===== src/rtl/if_id_stage_if.sv =====
// Bundles the fetch/decode signals of if_id_stage: instruction memory, EX feedback, ID payload, debug counters.
interface if_id_stage_if;
    logic [31:0] imem_addr;
    logic [31:0] imem_rdata;
    logic        ex_redirect;
    logic [31:0] ex_target;
    logic        ex_memRead;
    logic [4:0]  ex_rd;
    logic [31:0] id_pc;
    logic [31:0] id_instr;
    logic        id_valid;
    logic        id_bubble;
    logic [31:0] stall_count;
    logic [31:0] flush_count;

    // Fetch stage side.
    modport slave (
        output imem_addr,
        input  imem_rdata,
        input  ex_redirect,
        input  ex_target,
        input  ex_memRead,
        input  ex_rd,
        output id_pc,
        output id_instr,
        output id_valid,
        output id_bubble,
        output stall_count,
        output flush_count
    );

    // Environment side: memory, EX stage and ID consumer.
    modport master (
        input  imem_addr,
        output imem_rdata,
        output ex_redirect,
        output ex_target,
        output ex_memRead,
        output ex_rd,
        input  id_pc,
        input  id_instr,
        input  id_valid,
        input  id_bubble,
        input  stall_count,
        input  flush_count
    );
endinterface


===== src/rtl/if_id_stage.sv =====
// Fetch stage and IF/ID pipeline register with load-use stall, redirect flush and event counters.
module if_id_stage #(
    parameter logic [31:0] RESET_PC  = 32'h0000_0000,
    parameter logic [31:0] NOP_INSTR = 32'h0000_0013
) (
    input  logic          clk,
    input  logic          rst,
    if_id_stage_if.slave  bus
);
    localparam int unsigned XLEN = 32;
    localparam int unsigned REGW = 5;
    localparam int unsigned OPW  = 7;

    localparam logic [OPW-1:0] OP_LUI    = 7'b0110111;
    localparam logic [OPW-1:0] OP_AUIPC  = 7'b0010111;
    localparam logic [OPW-1:0] OP_JAL    = 7'b1101111;
    localparam logic [OPW-1:0] OP_RTYPE  = 7'b0110011;
    localparam logic [OPW-1:0] OP_STORE  = 7'b0100011;
    localparam logic [OPW-1:0] OP_BRANCH = 7'b1100011;

    logic [XLEN-1:0] r_pc;
    logic [XLEN-1:0] r_id_pc;
    logic [XLEN-1:0] r_id_instr;
    logic            r_id_valid;
    logic [XLEN-1:0] r_stall_count;
    logic [XLEN-1:0] r_flush_count;

    logic [OPW-1:0]  w_opcode;
    logic [REGW-1:0] w_rs1;
    logic [REGW-1:0] w_rs2;
    logic            w_rs1_used;
    logic            w_rs2_used;
    logic            w_hazard;

    // Decode source registers of the ID instruction and compare against the load in EX.
    always_comb begin
        w_opcode   = r_id_instr[OPW-1:0];
        w_rs1      = r_id_instr[19:15];
        w_rs2      = r_id_instr[24:20];
        w_rs1_used = !((w_opcode == OP_LUI) || (w_opcode == OP_AUIPC) || (w_opcode == OP_JAL));
        w_rs2_used = (w_opcode == OP_RTYPE) || (w_opcode == OP_STORE) || (w_opcode == OP_BRANCH);
        w_hazard   = bus.ex_memRead && (bus.ex_rd != '0) && r_id_valid &&
                     ((w_rs1_used && (w_rs1 == bus.ex_rd)) ||
                      (w_rs2_used && (w_rs2 == bus.ex_rd)));
    end

    // A redirect flushes ID anyway, so the bubble is only needed for a real stall.
    assign bus.id_bubble = w_hazard && !bus.ex_redirect;

    // PC and IF/ID register update: reset, then redirect, then stall, then sequential fetch.
    always_ff @(posedge clk) begin
        if (rst) begin
            r_pc          <= RESET_PC;
            r_id_pc       <= '0;
            r_id_instr    <= NOP_INSTR;
            r_id_valid    <= 1'b0;
            r_stall_count <= '0;
            r_flush_count <= '0;
        end else if (bus.ex_redirect) begin
            r_pc          <= bus.ex_target;
            r_id_pc       <= '0;
            r_id_instr    <= NOP_INSTR;
            r_id_valid    <= 1'b0;
            r_flush_count <= r_flush_count + XLEN'(1);
        end else if (w_hazard) begin
            r_stall_count <= r_stall_count + XLEN'(1);
        end else begin
            r_pc          <= r_pc + XLEN'(4);
            r_id_pc       <= r_pc;
            r_id_instr    <= bus.imem_rdata;
            r_id_valid    <= 1'b1;
        end
    end

    assign bus.imem_addr   = r_pc;
    assign bus.id_pc       = r_id_pc;
    assign bus.id_instr    = r_id_instr;
    assign bus.id_valid    = r_id_valid;
    assign bus.stall_count = r_stall_count;
    assign bus.flush_count = r_flush_count;
endmodule


===== src/flat_wrapper.sv =====
// flat-port wrapper written by rule: the top's interface ports become plain ports
module if_id_stage_flat 
#(
    parameter logic [31:0] RESET_PC  = 32'h0000_0000,
    parameter logic [31:0] NOP_INSTR = 32'h0000_0013
)
  (clk, rst, bus_imem_addr, bus_imem_rdata, bus_ex_redirect, bus_ex_target, bus_ex_memRead, bus_ex_rd, bus_id_pc, bus_id_instr, bus_id_valid, bus_id_bubble, bus_stall_count, bus_flush_count);
  if_id_stage_if bus_i ();
  input  logic clk;
  input  logic rst;
  output wire logic [$bits(bus_i.imem_addr)-1:0] bus_imem_addr;
  input wire logic [$bits(bus_i.imem_rdata)-1:0] bus_imem_rdata;
  input wire logic [$bits(bus_i.ex_redirect)-1:0] bus_ex_redirect;
  input wire logic [$bits(bus_i.ex_target)-1:0] bus_ex_target;
  input wire logic [$bits(bus_i.ex_memRead)-1:0] bus_ex_memRead;
  input wire logic [$bits(bus_i.ex_rd)-1:0] bus_ex_rd;
  output wire logic [$bits(bus_i.id_pc)-1:0] bus_id_pc;
  output wire logic [$bits(bus_i.id_instr)-1:0] bus_id_instr;
  output wire logic [$bits(bus_i.id_valid)-1:0] bus_id_valid;
  output wire logic [$bits(bus_i.id_bubble)-1:0] bus_id_bubble;
  output wire logic [$bits(bus_i.stall_count)-1:0] bus_stall_count;
  output wire logic [$bits(bus_i.flush_count)-1:0] bus_flush_count;
  assign bus_imem_addr = bus_i.imem_addr;
  assign bus_i.imem_rdata = bus_imem_rdata;
  assign bus_i.ex_redirect = bus_ex_redirect;
  assign bus_i.ex_target = bus_ex_target;
  assign bus_i.ex_memRead = bus_ex_memRead;
  assign bus_i.ex_rd = bus_ex_rd;
  assign bus_id_pc = bus_i.id_pc;
  assign bus_id_instr = bus_i.id_instr;
  assign bus_id_valid = bus_i.id_valid;
  assign bus_id_bubble = bus_i.id_bubble;
  assign bus_stall_count = bus_i.stall_count;
  assign bus_flush_count = bus_i.flush_count;
  if_id_stage #(.RESET_PC(RESET_PC), .NOP_INSTR(NOP_INSTR)) u_core (.clk(clk), .rst(rst), .bus(bus_i));
endmodule

===== config.mk =====
export PLATFORM = sky130hd
export DESIGN_NAME = if_id_stage_flat
export DESIGN_NICKNAME = d
export VERILOG_FILES = /design/src/rtl/if_id_stage_if.sv /design/src/rtl/if_id_stage.sv /design/src/flat_wrapper.sv
export SDC_FILE = /design/constraint.sdc
export NUM_CORES = 1
export LEC_CHECK = 0
export BUFFER_PORTS_ARGS = -buffer_cell sky130_fd_sc_hd__buf_2
export CAP_MARGIN = 20
export CORE_MARGIN = 4
export CORE_UTILIZATION = 49
export CTS_BUF_LIST = sky130_fd_sc_hd__clkbuf_16
export CTS_CLUSTER_DIAMETER = 30
export DETAILED_ROUTE_END_ITERATION = 10
export PLACE_DENSITY = 0.78
export SYNTH_ARGS = -nofsm -noshare
export SYNTH_HDL_FRONTEND = slang
export SYNTH_SLANG_ARGS = --single-unit

===== constraint.sdc =====
create_clock -name clk -period 3.8 [get_ports clk]
set_input_delay 0.38 -clock clk [delete_from_list [all_inputs] [get_ports clk]]
set_output_delay 0.38 -clock clk [all_outputs]
set_load 0.05 [all_outputs]

---- Yosys cells after proc, flatten, opt, wreduce, memory -nomap -nowiden ----
Cells that the tools add are included.
word-level totals
  output and inout bits ................... 162
  logic and storage cells ................. 37
  input port bits ......................... 73
  register bits ........................... 161
cells by class
  reductions and logical operators ........ 16
  add/sub/neg operators ................... 3
  bitwise logic cells ..................... 1
  mux-type cells .......................... 2
  eq/ne operators ......................... 9
operators by type and width
  operator                                                          number
  32-bit by 1-bit adder with 32-bit output (second input constant)  2
  32-bit two-way mux                                                2
  32-bit by 3-bit adder with 32-bit output (second input constant)  1
  7-bit by 6-bit == test with 1-bit output (second input constant)  3
  7-bit == test (second input constant)                             2
  5-bit == test                                                     2
  7-bit by 5-bit == test with 1-bit output (second input constant)  1
  1-bit logical AND                                                 6
  1-bit logical OR                                                  5
  5-bit nonzero test                                                1
  1-bit zero test                                                   2
  2-bit inequality test (second input constant)                     1
  2-bit AND reduction                                               1
  2-bit OR reduction                                                1
  1-bit inverter                                                    1

---- Depth between registers and ports, before layout ----
  word-level depth ........................ 9
  mapped depth ............................ 9
  mapped depth without buffers ............ 7

---- Worst setup path after synthesis ----
Ideal clock, no wire load.
  kind .................................... reg2out
  start ................................... register u_core.r_id_instr[24] (netlist: u_core.bus.id_instr[24])
  end ..................................... output port bus_id_bubble
  arrival time ............................ 2507 ps
  required time ........................... 3420 ps
  path buffers ............................ 1
  path slack .............................. 913 ps
  stages on the path, launching flop included .. 6
  cells stage by stage .................... dfxtp_1 -> xnor2_1 -> nand3_1 -> or4_1 -> buf_4 -> a21oi_1
on the way
  word-level cells in the longest chain between the ends .. 5
RTL lines
  what                      RTL line            source
  start: declaration        if_id_stage.sv:23   logic [XLEN-1:0] r_id_instr;
  start signal: assignment  if_id_stage.sv:70   r_id_instr <= bus.imem_rdata;
  5-bit == test             if_id_stage.sv:44   (w_rs2_used && (w_rs2 == bus.ex_rd)));
  1-bit logical AND         if_id_stage.sv:44
  1-bit logical OR          if_id_stage.sv:43   ((w_rs1_used && (w_rs1 == bus.ex_rd)) ||
  1-bit logical AND         if_id_stage.sv:42   w_hazard = bus.ex_memRead && (bus.ex_rd != '0) && r_id_valid &&
  1-bit logical AND         if_id_stage.sv:48   assign bus.id_bubble = w_hazard && !bus.ex_redirect;
  end: declaration          flat_wrapper.sv:20  output wire logic [$bits(bus_i.id_bubble)-1:0] bus_id_bubble;
No other way between the ends.

---- Final worst setup path ----
Same ends and word-level chain as after synthesis.

==> run metrics <==
status finished clean; DRC marker count from the first detailed-route iteration 577; Max-Cap Viols 0; LEAKAGE 3.79 nW; Routed Wire Length 20.7 mm; hold path start bus_imem_rdata[1]; PostCTS Resize Cnt 0; number of remaining DRC errors 0; htree depth 4; R2R setup slack 1.05 ns; Pins Over Slew Limit 0; root buf cell clkbuf_16; relative slew slack 28.4%; Vias/cell 5.56; GRT Total Usage 24.7%; Mapped Cells 876; worst r2r src u_core.bus.id_instr[6]$_SDFFE_PP0P_; largest net degree at the start of global routing 60; Reg power frac 43.0%; most frequent cells in the layout 234 x buf_2, 168 x nand2_1, 161 x dfxtp_1; Post-synth top flop dfxtp_1; Worst R2R Path Depth 7; worst vdd ir 0.000376 V; share of the clock period used by the worst path 80.4%; layout cells sized above 1 26.0%; worst hold stages 3; Area growth, synth to finish 27.6%; Critical Path End Type primary output; Int Pwr 3.14 mW; commonest non-fill, non-tap cell in the layout buf_2; worst hold margin 0.167 ns; crit path max fanout 5; Clock Latency Late Sink 0.42 ns; core area 14,000 um^2; Setup TNS 0 ns; Final Hold Viols 0; Max Fclk 0.327 GHz; WHS Endpoint u_core.bus.id_instr[1]$_SDFFE_PP1P_; hold buffer count at CTS 0; Synth Warn # 0; # fillers 1,225; number of global-route vias before repair 6,603; ANT nets after route 0; row cnt 43; Slew @ Worst Pin 1.07 ns; hpwl dp 15.0 mm; origin of the worst setup path u_core.bus.id_instr[24]$_SDFFE_PP0P_; Bufs on Longest Clock Path 2; via count 7,117; drt wl/cell 16.2 um; Power Density 459 nW/um^2; skew final 0.00981 ns; GPL Wtd Cong 0.876; Starting Density 50.8%; sequential share of the synthesized area 45.2%; worst path arrival time 2.68 ns; Sw Share 24.7%; RSZ-0062 raised after global routing false; Placed Cells 1,249; clock-pin slew on the worst setup and hold paths 0.06 ns; CP Launch Type flop; Num Clock Sinks 161; Worst Hold Class in -> reg; die area 16,500 um^2; final setup fails 0; post-synth net total 952; RR Endpoint u_core.bus.stall_count[3]$_SDFFE_PP0P_; Logic pwr share 10.3%; Worst EP required 3.42 ns; IO Pins 235; die height 129 um; cell area after layout 9090 um^2; Area after DPL 8410 um^2; CP Class reg -> out; FFs w/ async S/R, synth 0%; Pre-antenna DRT Iters 5; Overflow after GRT 0; area of the mapped netlist 7130 um^2; synthesized area per cell 8.14 um^2; post-route insts no fill 1,280; Tot Pwr 4.17 mW; Yosys cell types 51; post-CTS setup buffer count 0; first-pass GRT wire length 33.2 mm; Yosys reg bits 161; Psw 1.03 mW; CTS tree done; fin crit period 3.06 ns; diode count 0; Post-synth EDFFs 0; fin nets 1,165; PortBufs 234; TritonCTS Buffers 17; Die Width 129 um; Clock power frac 46.7%; initial antenna violation count 0
==> through the flow <==
| step | utilization, % | worst slack (ns) |
|---|---|---|
| 2_1_floorplan | - | 0.913 |
| 3_3_place_gp | 59.9 | 0.987 |
| 3_5_place_dp | 59.9 | 0.931 |
| 4_1_cts | 64.7 | 0.701 |
| 5_1_grt | 64.8 | 0.633 |
| 6_report | 64.8 | 0.743 |
==> synth_stat cells, types with 2 or more instances <==
master,number,area [um^2]
ha_1,3,37.5
nand3_1,34,170
xnor2_1,43,377
buf_2,6,30.0
mux2i_1,3,30.0
mux2_2,2,22.5
a211oi_1,11,82.6
and2_1,5,31.3
o31ai_1,15,113
o21bai_1,6,45.0
dfxtp_1,161,3220
a311oi_1,7,61.3
nor4_2,4,50.1
o21ai_0,27,135
o21a_1,3,22.5
nand3b_1,3,22.5
buf_1,2,7.51
or4_1,16,120
and4_1,8,70.1
nor4_1,10,62.6
o211ai_1,3,22.5
o31a_1,2,17.5
inv_1,17,63.8
nand2_1,168,631
nand4_1,22,138
o22ai_1,2,12.5
a21oi_1,105,526
clkbuf_1,40,150
nor2_1,64,240
xor2_1,12,105
and3_1,12,75.1
nor2b_1,2,12.5
nor3_1,12,60.1
or3_1,27,169
o2111ai_1,2,17.5
buf_4,2,15.0
==> area by class of cell <==
class,count,area (um^2),share of cell area [%]
timing repair buffer,244,1250,13.7
multi-input combinational,648,3660,40.3
clock buffer,17,425,4.68
tap,180,225,2.48
sequential,161,3220,35.4
inverter,17,63.8,0.702
clock inverter,13,243,2.67
==> worst max-delay path, stage by stage, from the launching register on <==
cell     delay [ns]
dfxtp_1        0.39
xnor2_1        0.14
nand3_1        0.19
or4_1          0.71
a21oi_1        0.47
buf_2          0.36
==> how the worst max path moves through the flow <==
| stage | endpoint | cells past startpoint |
|---|---|---|
| floorplan | bus_id_bubble | 5 |
| finish | bus_id_bubble | 5 |
| detailed placement | u_core.bus.imem_addr[17]$_SDFFE_PP0P_ | 7 |
| CTS | bus_id_bubble | 5 |
| global route | bus_id_bubble | 5 |
| global placement | u_core.bus.stall_count[3]$_SDFFE_PP0P_ | 8 |
==> metal layers <==
layer	vias to the layer above	global-route usage, %	wire length (um)
li1	3507	-	-
met1	3319	31.6	8710
met2	254	39.8	9840
met3	37	6.89	1610
met4	0	9.51	576
met5	-	0	0
==> registers in the layout, summed over array words and instances (netlist names) <==
register / count
u_core.bus.stall_count: 32
u_core.bus.id_pc: 32
u_core.bus.flush_count: 32
u_core.bus.id_valid: 1
u_core.bus.id_instr: 32
u_core.bus.imem_addr: 32
==> power by group through the flow <==
stage	Clock, mW	Combinational [mW]	Sequential [mW]
after CTS	1.98	0.432	1.79
after detailed placement	0	0.431	1.83
after global placement	0	0.427	1.83
after global routing	2.05	0.460	1.80
after floorplan	0	0.127	2.00
final	1.95	0.431	1.80
==> kinds of logic (layout without fill, tap and decap cells) <==
group / count (synthesis) / count (layout) / synth area share [%]
and+or+nand+nor: 396 / 396 / 27.3
xor gates and xnor gates: 55 / 55 / 6.76
DFF: 161 / 161 / 45.2
adders and majority gates: 3 / 3 / 0.527
muxes: 5 / 5 / 0.737
buffers and inverters: 67 / 291 / 3.74
AOI/OAI and AO/OA: 189 / 189 / 15.7
(Power assumes the default switching activity.)
